File: src/rtl/ifu_fetch_if.sv
// AXI4-Lite read channel between the fetch unit (master) and instruction memory (slave).
interface ifu_fetch_if #(
    parameter int ADDR_W = 32,
    parameter int DATA_W = 32
);
    logic [ADDR_W-1:0] araddr;
    logic              arvalid;
    logic              arready;
    logic [DATA_W-1:0] rdata;
    logic [1:0]        rresp;
    logic              rvalid;
    logic              rready;

    modport master (
        output araddr, arvalid, rready,
        input  arready, rdata, rresp, rvalid
    );

    modport slave (
        input  araddr, arvalid, rready,
        output arready, rdata, rresp, rvalid
    );
endinterface

File: src/rtl/ifu_fetch.sv
// Instruction fetch stage: one outstanding AXI4-Lite read per request, flushable.
// Optional performance counters are enabled with the IFU_PERF_EN macro.
module ifu_fetch #(
    parameter int                ADDR_W     = 32,
    parameter int                DATA_W     = 32,
    parameter logic [DATA_W-1:0] FAULT_INST = 32'h0000_0013
) (
    input  logic              clk,
    input  logic              rst,
    input  logic              req_valid_i,
    output logic              req_ready_o,
    input  logic [ADDR_W-1:0] req_pc_i,
    input  logic              flush_i,
    ifu_fetch_if.master       axi,
    output logic              out_valid_o,
    input  logic              out_ready_i,
    output logic [DATA_W-1:0] out_inst_o,
    output logic [ADDR_W-1:0] out_pc_o,
    output logic              out_fault_o
`ifdef IFU_PERF_EN
   ,output logic [31:0]       perf_fetch_cnt_o,
    output logic [31:0]       perf_stall_cnt_o
`endif
);

    typedef enum logic [1:0] {
        S_IDLE = 2'd0,
        S_AR   = 2'd1,
        S_R    = 2'd2,
        S_OUT  = 2'd3
    } state_e;

    state_e            state_q, state_d;
    logic [ADDR_W-1:0] pc_q, pc_d;
    logic [DATA_W-1:0] inst_q, inst_d;
    logic              fault_q, fault_d;
    logic              drop_q, drop_d;

    // State and captured-fetch registers.
    always_ff @(posedge clk or posedge rst) begin
        if (rst) begin
            state_q <= S_IDLE;
            pc_q    <= '0;
            inst_q  <= '0;
            fault_q <= 1'b0;
            drop_q  <= 1'b0;
        end else begin
            state_q <= state_d;
            pc_q    <= pc_d;
            inst_q  <= inst_d;
            fault_q <= fault_d;
            drop_q  <= drop_d;
        end
    end

    // Next-state logic; a flush during AR/R is remembered because arvalid cannot be withdrawn.
    always_comb begin
        state_d = state_q;
        pc_d    = pc_q;
        inst_d  = inst_q;
        fault_d = fault_q;
        drop_d  = drop_q;
        case (state_q)
            S_IDLE: begin
                drop_d = 1'b0;
                if (req_valid_i && !flush_i) begin
                    pc_d = req_pc_i;
                    if (req_pc_i[1:0] != 2'b00) begin
                        inst_d  = FAULT_INST;
                        fault_d = 1'b1;
                        state_d = S_OUT;
                    end else begin
                        state_d = S_AR;
                    end
                end else begin
                    state_d = S_IDLE;
                end
            end
            S_AR: begin
                drop_d = drop_q | flush_i;
                if (axi.arready) begin
                    state_d = S_R;
                end else begin
                    state_d = S_AR;
                end
            end
            S_R: begin
                if (axi.rvalid) begin
                    fault_d = (axi.rresp != 2'b00);
                    inst_d  = (axi.rresp != 2'b00) ? FAULT_INST : axi.rdata;
                    if (drop_q || flush_i) begin
                        drop_d  = 1'b0;
                        state_d = S_IDLE;
                    end else begin
                        state_d = S_OUT;
                    end
                end else begin
                    drop_d  = drop_q | flush_i;
                    state_d = S_R;
                end
            end
            S_OUT: begin
                if (flush_i || out_ready_i) begin
                    state_d = S_IDLE;
                end else begin
                    state_d = S_OUT;
                end
            end
            default: begin
                drop_d  = 1'b0;
                state_d = S_IDLE;
            end
        endcase
    end

    // req_ready must drop immediately while reset is held, not one edge later.
    assign req_ready_o = (state_q == S_IDLE) && !rst;
    assign axi.arvalid = (state_q == S_AR);
    assign axi.araddr  = pc_q;
    assign axi.rready  = (state_q == S_R);
    assign out_valid_o = (state_q == S_OUT);
    assign out_inst_o  = inst_q;
    assign out_pc_o    = pc_q;
    assign out_fault_o = fault_q;

`ifdef IFU_PERF_EN
    logic [31:0] perf_fetch_q, perf_stall_q;

    // Delivered-instruction and memory-wait counters, free-running with wrap.
    always_ff @(posedge clk or posedge rst) begin
        if (rst) begin
            perf_fetch_q <= 32'd0;
            perf_stall_q <= 32'd0;
        end else begin
            if ((state_q == S_OUT) && out_ready_i) begin
                perf_fetch_q <= perf_fetch_q + 32'd1;
            end else begin
                perf_fetch_q <= perf_fetch_q;
            end
            if ((state_q == S_AR) || (state_q == S_R)) begin
                perf_stall_q <= perf_stall_q + 32'd1;
            end else begin
                perf_stall_q <= perf_stall_q;
            end
        end
    end

    assign perf_fetch_cnt_o = perf_fetch_q;
    assign perf_stall_cnt_o = perf_stall_q;
`endif

endmodule

File: src/flat_wrapper.sv
// flat-port wrapper written by rule: the top's interface ports become plain ports
module ifu_fetch_flat 
#(
    parameter int                ADDR_W     = 32,
    parameter int                DATA_W     = 32,
    parameter logic [DATA_W-1:0] FAULT_INST = 32'h0000_0013
)
  (clk, rst, req_valid_i, req_ready_o, req_pc_i, flush_i, out_valid_o, out_ready_i, out_inst_o, out_pc_o, out_fault_o, axi_araddr, axi_arvalid, axi_rready, axi_arready, axi_rdata, axi_rresp, axi_rvalid);
  ifu_fetch_if #(.ADDR_W(ADDR_W), .DATA_W(DATA_W)) axi_i ();
  input  logic clk;
  input  logic rst;
  input  logic req_valid_i;
  output logic req_ready_o;
  input  logic [ADDR_W-1:0] req_pc_i;
  input  logic flush_i;
  output logic out_valid_o;
  input  logic out_ready_i;
  output logic [DATA_W-1:0] out_inst_o;
  output logic [ADDR_W-1:0] out_pc_o;
  output logic out_fault_o;
  output wire logic [$bits(axi_i.araddr)-1:0] axi_araddr;
  output wire logic [$bits(axi_i.arvalid)-1:0] axi_arvalid;
  output wire logic [$bits(axi_i.rready)-1:0] axi_rready;
  input wire logic [$bits(axi_i.arready)-1:0] axi_arready;
  input wire logic [$bits(axi_i.rdata)-1:0] axi_rdata;
  input wire logic [$bits(axi_i.rresp)-1:0] axi_rresp;
  input wire logic [$bits(axi_i.rvalid)-1:0] axi_rvalid;
  assign axi_araddr = axi_i.araddr;
  assign axi_arvalid = axi_i.arvalid;
  assign axi_rready = axi_i.rready;
  assign axi_i.arready = axi_arready;
  assign axi_i.rdata = axi_rdata;
  assign axi_i.rresp = axi_rresp;
  assign axi_i.rvalid = axi_rvalid;
  ifu_fetch #(.ADDR_W(ADDR_W), .DATA_W(DATA_W), .FAULT_INST(FAULT_INST)) u_core (.clk(clk), .rst(rst), .req_valid_i(req_valid_i), .req_ready_o(req_ready_o), .req_pc_i(req_pc_i), .flush_i(flush_i), .axi(axi_i), .out_valid_o(out_valid_o), .out_ready_i(out_ready_i), .out_inst_o(out_inst_o), .out_pc_o(out_pc_o), .out_fault_o(out_fault_o));
endmodule
File: config.mk
export PLATFORM = sky130hd
export DESIGN_NAME = ifu_fetch_flat
export DESIGN_NICKNAME = d
export VERILOG_FILES = /design/src/rtl/ifu_fetch_if.sv /design/src/rtl/ifu_fetch.sv /design/src/flat_wrapper.sv
export SDC_FILE = /design/constraint.sdc
export NUM_CORES = 1
export LEC_CHECK = 0
export BUFFER_PORTS_ARGS = -buffer_cell sky130_fd_sc_hd__buf_4
export CAP_MARGIN = 25
export CORE_MARGIN = 2
export CORE_UTILIZATION = 38
export CTS_CLUSTER_SIZE = 10
export DETAILED_ROUTE_END_ITERATION = 7
export PLACE_DENSITY = 0.79
export SYNTH_ARGS = -nofsm -noshare
export SYNTH_HDL_FRONTEND = slang
export SYNTH_SLANG_ARGS = --single-unit
File: constraint.sdc
create_clock -name clk -period 2.8 [get_ports clk]
set_clock_uncertainty 0.15 [all_clocks]
set_input_delay 0.56 -clock clk [delete_from_list [all_inputs] [get_ports clk]]
set_output_delay 0.56 -clock clk [all_outputs]
set_load 0.01 [all_outputs]
# After elaboration in Yosys (flattened, before gate mapping)
# Cells that the tools add are included.
[classes]
n_eq_ne = 7
n_mux = 19
reduce_logical = 14
n_bitwise = 1
[op_table]
columns = ["op", "count"]
rows = [
  ["$mux W32", 4],
  ["$pmux W32 S2", 1],
  ["$mux W2", 6],
  ["$pmux W2 S4", 1],
  ["$ne A2 B1 Y1 const B", 3],
  ["$reduce_bool A2 Y1", 3],
  ["$mux W1", 5],
  ["$eq A2 B2 Y1 const B", 2],
  ["$reduce_and A2 Y1", 2],
  ["$reduce_and A4 Y1", 1],
  ["$ne A3 B2 Y1 const B", 1],
  ["$pmux W1 S3", 1],
  ["$reduce_bool A3 Y1", 1],
  ["$eq A2 B1 Y1 const B", 1],
  ["$logic_and A1 B1 Y1", 2],
  ["$logic_not A1 Y1", 2],
  ["$logic_not A2 Y1", 1],
  ["$logic_or A1 B1 Y1", 2],
  ["$pmux W1 S2", 1],
  ["$or A1 B1 Y1", 1],
]
[word_totals]
out_inout_bits = 101
in_bits = 73
ff_bits = 68
wordCells = 46

# Longest topological paths before layout
# Gate-level depths: netlist (run 1).
[logic_depth]
depth_word = 4
depth_mapped = 8
mapped_depth_nobuf = 6

# Worst setup path after synthesis (run 1)
# OpenSTA, ideal clock, no wires.
[synth_timing]
path_kind = "input port to flip-flop"
start = "input req_pc_i[0]"
end = "register u_core.fault_q, in the netlist u_core.out_fault_o"
slack_ps = 967
path_buffers = 1
arrival_time_ps = 1556
stages = 5
setup_time_ps = 127
required_time_ps = 2523
path_cell_list = "or2_4 a21boi_4 nand2b_4 buf_8 mux2_1"
[synth_between]
elab_chain_cells = 3
[synth_lines]
columns = ["element", "line_no", "source"]
rows = [
  ["start: declaration", "flat_wrapper.sv:14", "input logic [ADDR_W-1:0] req_pc_i;"],
  ["$reduce_bool A2 Y1", "ifu_fetch.sv:68", "if (req_pc_i[1:0] != 2'b00) begin"],
  ["$ne A2 B1 Y1 (no source line)", "--", ""],
  ["$reduce_and A4 Y1 (no source line)", "--", ""],
  ["end signal: assignment", "ifu_fetch.sv:51", "fault_q <= fault_d;"],
  ["end: declaration", "ifu_fetch.sv:36", "logic fault_q, fault_d;"],
]
# No other way between the ends.
# A chain may end at the register's enable or synchronous reset.

# Worst setup path after layout (run 1)
[layout_timing]
start = "register u_core.state_q[1]"
end = "output req_ready_o"
[layout_between]
elab_chain_cells = 2
[layout_lines]
columns = ["element", "line_no", "source"]
rows = [
  ["start: declaration", "ifu_fetch.sv:33", "state_e state_q, state_d;"],
  ["start signal: assignment", "ifu_fetch.sv:48", "state_q <= state_d;"],
  ["$logic_not A2 Y1", "ifu_fetch.sv:117", "assign req_ready_o = (state_q == S_IDLE) && !rst;"],
  ["$logic_and A1 B1 Y1", "ifu_fetch.sv:117", ""],
  ["end: declaration", "flat_wrapper.sv:13", "output logic req_ready_o;"],
]
# No other way between the ends.

==> results of run 1 <==
==> metal layers <==
layer	vias to the layer above	GRT usage (%)	share of wire (%)
met5	-	0	0
met4	0	6.410	1.8
met3	14	4.223	6.6
met2	115	27.77	50
met1	1184	20.72	41
li1	1152	-	-
==> Yosys cell counts (2+ instances only) <==
library cell  count
a21oi_1           5
buf_12            3
ha_1              6
o21ai_0           6
inv_1             5
dfrtp_1          68
buf_2             9
o2bb2ai_2        29
nor2_1            6
clkbuf_1          2
buf_4            32
nand3_1          29
mux2_1           33
o21ai_1           3
nand2_1           4
==> per-stage QoR <==
step                      area, um2  setup slack (ns)  hold slack (ns)  utilization [%]
after floorplan                3357            0.3785           0.3581                -
after global placement         4464            0.6883           0.3294            51.70
after detailed placement       4464            0.6429           0.3341            51.70
after CTS                      4697            0.6618           0.2266            54.39
after global routing           4697            0.5753           0.2728            54.39
final                          4697            0.6667           0.2271            54.39
==> state kept, by name, summed over array words and instances, names as in the netlist <==
signal	count
u_core.axi.araddr	32
u_core.drop_q	1
u_core.out_fault_o	1
u_core.out_inst_o	32
u_core.state_q	2
==> worst reg2reg max path, stage by stage, from the launching register on <==
cell	delay, ns
dfrtp_1	0.40
inv_1	0.14
ha_1	0.27
nor2b_2	0.25
nor2_4	0.07
nand2b_4	0.31
buf_4	0.30
o2bb2ai_2	0.12
==> cell usage in the layout (no fill, tap or decap), drive strengths merged <==
master / n
ha: 6
clkinvlp: 1
o21ai: 9
mux2: 33
nand2b: 2
dfrtp: 68
bufinv: 3
or2: 2
o2bb2ai: 29
a32oi: 1
o22ai: 1
nand2: 4
and2: 1
nand3: 29
clkbuf: 12
a21oi: 5
inv: 5
nor2: 7
nor2b: 3
a21boi: 1
buf: 180
o21a: 1
==> cells by family after synthesis <==
logic type | Yosys count | share of synthesized area [%]
muxes | 33 | 11.07
DFF | 68 | 50.69
adders and majority gates | 6 | 2.236
buffers and inverters | 53 | 11.85
AOI/OAI and AO/OA | 47 | 16.29
and+or+nand+nor | 48 | 7.865
==> where the power goes <==
part | internal (mW) | switching, mW | leakage, nW
Combinational | 1.27 | 1.29 | 1.27
Sequential | 1.37 | 0.309 | 0.862
Clock | 0.593 | 0.345 | 0.111
==> worst max path at each step <==
stage	to	slack, ns
final	req_ready_o	0.67
after global routing	req_ready_o	0.58
after CTS	req_ready_o	0.66
after floorplan	u_core.axi.araddr[0]	0.38
after detailed placement	u_core.out_inst_o[27]	0.64
after global placement	u_core.out_fault_o	0.69
==> final cells by class <==
| cell class | count | share of cell area, % |
|---|---|---|
| Sequential cell | 68 | 36.23 |
| Timing Repair Buffer | 180 | 28.77 |
| Multi-Input combinational cell | 134 | 26.77 |
| Clock buffer | 12 | 2.877 |
| Tap cell | 108 | 2.877 |
| Clock inverter | 4 | 2.078 |
| Inverter | 5 | 0.3996 |
==> run summary, run 1 <==
Fmax = 0.4688 GHz
Worst Path Arrival = 1.42 ns
Pwr Density = 1103 mW/mm2
Setup-failing EPs final = 0
Antenna cell count = 0
Gr ovfl total = 0
Yosys reg bits = 68
Via Count = 2465
H-tree lvl count = 3
Sequential fraction of the synthesis area = 50.69%
Clk Latency, worst-skew pair = 0.32 ns
Initial antenna violation count = 0
Reg2reg end = u_core.out_inst_o[29]
CP top delay family = flip-flops
Initial core utilization = 38.87%
CP cell instances = inv_1, ha_1, nor2b_1, buf_4
Routability congestion estimate = 0.8181
Syn Nets = 334
Tcrit/Tclk final = 76.19%
Status = complete, no violations
Die area = 0.009602 mm2
Port bufs = 173
Max FO, Critical Path = 4
Top-area cell type share of the netlist area = 50.69%
Worst-Margin Slew = 0.7267 ns
Gr usage total = 16.62%
Crit path depth = 4
CTS buffer count = 9
DP HPWL = 5.974 mm
Type of the tightest min-delay check = in2async
Fill cell count = 752
Worst Path Required = 2.09 ns
Max VDD drop = 552.0 uV
Max Cap Violations = 0
Reg2reg start = u_core.state_q[0]
Hold buffers post-CTS = 0
Max-Slew Margin vs Limit = 51.49%
Final net count = 477
Fin Setup TNS = 0 ns
DR WL/cell = 15.54 um
TritonCTS clock tree = built
Syn-to-layout area delta = 39.92%
Worst-path clk slew = 0.07 ns
Hold Vio Cnt, Final = 0
Vias in the first global route = 2589
Root Driver = clkbuf_8
Max incr delay on CP = 0.43 ns
Ys flop type = dfrtp_1
Reg2Reg Depth = 7
RSZ-0062 raised after global routing = no
Flop-to-flop setup slack = 0.73 ns
Pin count of the biggest net entering global routing = 34
Share of layout cells above drive strength 1 = 56.82%
Post-synth EDFFs = 0
CP bufs+invs = 2
Pins Over Slew Limit = 0
Synth Cell Area = 0.003357 mm2
First-pass DRT Iterations = 4
Synth Warn # = 0
Residual DRC = 0
Total power draw = 5.180 mW
Tmin final = 2.133 ns
Post-synthesis async set-or-reset flop share = 100.0%
Row count = 34
Finished Layout Cells = 511
Core area = 0.008636 mm2
CP Launch Type = flip-flop
Crit. Startpoint = u_core.state_q[1]
Multi-input gate area = 0.001257 mm2
Synth unique cells = 30
Register area = 0.001702 mm2
CTS resizes = 0
WS Path Type = reg2out
Leak = 2.243 nW
I/O pin count = 174
DRT iter0 DRCs = 71
Crit-path slowest cell = dfrtp_1
Synth area leaders = dfrtp_1, o2bb2ai_2, mux2_1
Leading area contributor after synthesis = dfrtp_1
Post-CTS setup buffers = 0
Clk sinks = 68
Clk buf depth = 2
Drt total wl = 7.940 mm
Cell count after synthesis = 255
Die height = 97.99 um
DR vias/cell = 4.824
Crit. End Element = output pin
Die X = 97.99 um
Syn_area_per_cell = 13.16 um2
Detail Route Antenna Nets = 0
First-pass GRT wire length = 12.93 mm
# placed instances = 495
Note: power is estimated with default switching activity, not from simulation.
==> run 2, diff against run 1 <==
Clock period 2.8 ns to 2 ns, I/O delays scaled along.
==> run summary, run 2 (synthesis results as in run 1) <==
Worst-Margin Slew = 0.4621 ns
Hold Vio Cnt, Final = 0
Worst Path Required = 1.45 ns
DRT iter0 DRCs = 64
Row count = 34
Type of the tightest min-delay check = in2async
DR vias/cell = 4.949
Share of layout cells above drive strength 1 = 58.27%
Worst Path Arrival = 1.36 ns
Tmin final = 1.914 ns
Reg2Reg Depth = 6
Clk Latency, worst-skew pair = 0.34 ns
Most frequent cells in the layout = buf_4, dfrtp_1, mux2_1
Clk sinks = 68
Die height = 97.99 um
H-tree lvl count = 3
Post-CTS setup buffers = 0
CTS buffer count = 9
CP Launch Type = flip-flop
Total power draw = 7.288 mW
CP cell instances = inv_1, ha_4, nor2b_1, buf_4
CP top delay family = flip-flops
Via Count = 2539
Die area = 0.009602 mm2
Multi-input gate area = 0.001270 mm2
Max incr delay on CP = 0.42 ns
Pin count of the biggest net entering global routing = 37
Detail Route Antenna Nets = 0
Hold buffers post-CTS = 0
WS Path Type = reg2out
Max Cap Violations = 0
Max-Slew Margin vs Limit = 69.19%
DP HPWL = 6.073 mm
Setup-failing EPs final = 0
Initial core utilization = 38.87%
Worst-path clk slew = 0.08 ns
Port bufs = 173
Routability congestion estimate = 0.7438
Register area = 0.001702 mm2
Clk buf depth = 2
Leak = 2.256 nW
# placed instances = 497
Pwr Density = 1532 mW/mm2
Max FO, Critical Path = 4
Most common cell after layout, fill and taps aside = buf_4
Status = complete, no violations
Gr ovfl total = 0
Antenna cell count = 0
Die X = 97.99 um
DR WL/cell = 15.80 um
Syn-to-layout area delta = 41.71%
Final instance area = 0.004757 mm2
First-pass GRT wire length = 13.34 mm
Crit. End Element = output pin
Max VDD drop = 736.2 uV
First-pass DRT Iterations = 4
Finished Layout Cells = 513
Crit-path slowest cell = dfrtp_1
Tcrit/Tclk final = 95.68%
Vias in the first global route = 2643
Final net count = 479
DP Area = 0.004521 mm2
Fin Setup TNS = 0 ns
Core area = 0.008636 mm2
CP bufs+invs = 2
Reg2reg end = u_core.out_fault_o
Fmax = 0.5226 GHz
Initial antenna violation count = 0
Drt total wl = 8.105 mm
Hold WS = 0.01007 ns
Gr usage total = 17.21%
Residual DRC = 0
Fill cell count = 746
Root Driver = clkbuf_8
Flop-to-flop setup slack = 0.15 ns
I/O pin count = 174
Reg2reg start = u_core.state_q[0]
Crit. Startpoint = u_core.state_q[1]
Pins Over Slew Limit = 0
TritonCTS clock tree = built
-- run 2: changes by cell type in the layout (fill, tap and decap cells not counted), moves of 2 or more --
cell | before | now
buf_4 | 180 | 176
buf_12 | 0 | 3
clkbuf_1 | 3 | 0
bufinv_16 | 3 | 1
buf_6 | 0 | 2
clkinvlp_4 | 1 | 3
inv_6 | 0 | 2
-- run 2: what timing repair did --
| item | CTS | global route |
|---|---|---|
| gates resized for setup | 1 | 6 |
| setup endpoints to repair | 1 | 31 |
| endpoints found under the hold margin | 0 | 0 |
-- run 2: per-layer routing --
layer | vias up | GRT usage (%) | wire length (um)
li1 | 1163 | - | -
met1 | 1244 | 21.55 | 3321
met2 | 119 | 29.08 | 4082
met3 | 13 | 4.152 | 565
met4 | 0 | 6.090 | 136
met5 | - | 0 | 0
-- run 2: area by class of cell --
cell class | count | area share [%]
timing repair buffer | 182 | 29.83
clock buffer | 10 | 2.893
multi-input combinational | 134 | 26.70
inverter | 5 | 0.4734
tap | 108 | 2.841
clock inverter | 6 | 1.499
sequential | 68 | 35.77
-- run 2: worst max path at each step --
stage	end	slack, ns	depth (start not counted)
2_1_floorplan	u_core.out_fault_o	0.18	7
3_3_place_gp	u_core.out_inst_o[25]	0.13	6
3_5_place_dp	u_core.out_inst_o[26]	0.04	7
4_1_cts	req_ready_o	0.002	4
5_1_grt	req_ready_o	-0.01	4
6_report	req_ready_o	0.09	4
-- run 2: stage by stage --
stage	worst slack, ns	util, %
after CTS	0.002031	54.80
after detailed placement	0.04233	52.35
after global routing	-0.009936	55.09
after global placement	0.1296	52.35
after floorplan	0.1775	-
final	0.08649	55.09
-- run 2: report_power, final --
group / internal, mW / total (mW) / switching (mW)
Clock: 0.621 / 1.19 / 0.571
Sequential: 1.92 / 2.36 / 0.437
Combinational: 1.91 / 3.74 / 1.83
Total: 4.45 / 7.29 / 2.84
-- run 2: worst register-to-register path, stage by stage, from the launching register on --
cell and delay, ns:
dfrtp_1 0.41, inv_2 0.12, ha_1 0.25, nor2b_2 0.25
nor2_4 0.08, nand2b_4 0.15, mux2_1 0.33
==> run 3, diff against run 2 <==
Settings changed: CORE_UTILIZATION 38 to 25, PLACE_DENSITY 0.79 to 0.59.
==> run summary, run 3 (synthesis results as in run 1) <==
Core area = 0.01319 mm2
CP Launch Type = flip-flop
Pin count of the biggest net entering global routing = 33
Worst-path clk slew = 0.05 ns
Max VDD drop = 536.5 uV
Via Count = 2489
Clk Latency, worst-skew pair = 0.33 ns
Fin Setup TNS = 0 ns
Max Cap Violations = 0
Pins Over Slew Limit = 0
Initial core utilization = 25.45%
Gr usage total = 11.96%
Worst-Margin Slew = 0.4648 ns
Clk buf depth = 2
Initial antenna violation count = 0
Leak = 2.319 nW
DP HPWL = 6.396 mm
Hold WS = 0.1252 ns
Root Driver = clkbuf_16
Pwr Density = 1523 mW/mm2
Worst Path Arrival = 1.39 ns
Hold Vio Cnt, Final = 0
Port bufs = 173
Status = complete, no violations
Gr ovfl total = 0
Worst Path Required = 1.45 ns
Vias in the first global route = 2527
PnR worst setup slack = 0.06262 ns
WS Path Type = reg2out
Max-Slew Margin vs Limit = 68.95%
DR vias/cell = 4.255
First-pass GRT wire length = 13.19 mm
Most common cell after layout, fill and taps aside = buf_4
Crit. End Element = output pin
TritonCTS clock tree = built
Total power draw = 7.539 mW
Setup-failing EPs final = 0
Share of layout cells above drive strength 1 = 58.68%
I/O pin count = 174
Tmin final = 1.937 ns
CTS buffer count = 9
Fmax = 0.5162 GHz
Die area = 0.01437 mm2
Tcrit/Tclk final = 96.87%
DP Worst Slack = 0.1336 ns
Type of the tightest min-delay check = in2reg
Residual DRC = 0
DR WL/cell = 14.31 um
Max FO, Critical Path = 4
First-pass DRT Iterations = 4
H-tree lvl count = 3
Clk sinks = 68
Routability congestion estimate = 0.7447
Syn-to-layout area delta = 47.48%
Antenna cell count = 0
Most frequent cells in the layout = buf_4, dfrtp_1, mux2_1
DRT iter0 DRCs = 85
Die X = 119.9 um
Die height = 119.9 um
Row count = 42
Detail Route Antenna Nets = 0
Final net count = 485
Drt total wl = 8.373 mm
run 3: cell count changes in the layout (fill, tap and decap cells not counted), moves of 3 or more:
| cell | delta |
|---|---|
| clkbuf_16 | +9 |
| clkinv_2 | +3 |
| clkbuf_8 | -9 |
| buf_4 | +6 |
run 3: layout make-up:
class                      count  area, um2
multi-input combinational    134       1272
timing repair buffer         188       1476
fill                        1300       8239
tap                          176      220.2
clock inverter                 3      15.01
sequential                    68       1702
inverter                       5      22.52
clock buffer                  11      242.7
run 3: power by group:
part | internal [mW] | switching, mW
Sequential | 1.93 | 0.429
Clock | 0.849 | 0.533
Combinational | 1.96 | 1.85
Total | 4.73 | 2.81
run 3: per-layer routing:
| layer | share of wire (%) | routed length (um) | up-vias | GRT usage (%) |
|---|---|---|---|---|
| met5 | 0 | 0 | - | 0 |
| met4 | 1.8 | 153 | 0 | 5.147 |
| met3 | 6.8 | 571 | 11 | 4.183 |
| met2 | 52 | 4357 | 99 | 20.18 |
| met1 | 39 | 3291 | 1205 | 13.72 |
| li1 | - | - | 1174 | - |
run 3: stage by stage:
stage               utilization (%)  instance area, um2  instances
detailed placement            35.28                4653        568
global placement              35.28                4653        568
global route                  37.54                4951        585
floorplan                         -                3361        255
finish                        37.54                4951        585
CTS                           37.40                4933        583
run 3: worst max-delay path, cell delays in order, from the launching register on:
cell and delay [ns]:
dfrtp_1 0.40, inv_2 0.08, ha_4 0.17, buf_4 0.12, nor2b_2 0.14, buf_4 0.14
run 3: what timing repair did:
action                                  CTS  global route
endpoints found under the setup margin    1             3
endpoints found under the hold margin    16             0
gates resized for setup                   3             2
hold buffers                              1             0
buffers inserted                          0             2
run 3: worst paths after layout:
check                                   startpoint               endpoint  slack [ns]  cells after the start
worst max register to register   u_core.state_q[0]  u_core.out_inst_o[11]        0.15                      7
max in group asynchronous                      rst  u_core.axi.araddr[11]        0.69                      4
worst min-delay path                  req_pc_i[29]  u_core.axi.araddr[29]        0.13                      2
min in group asynchronous                      rst      u_core.state_q[1]        0.53                      3
worst min register to register  u_core.out_fault_o     u_core.out_fault_o        0.34                      1
worst max-delay path             u_core.state_q[1]            req_ready_o        0.06                      5
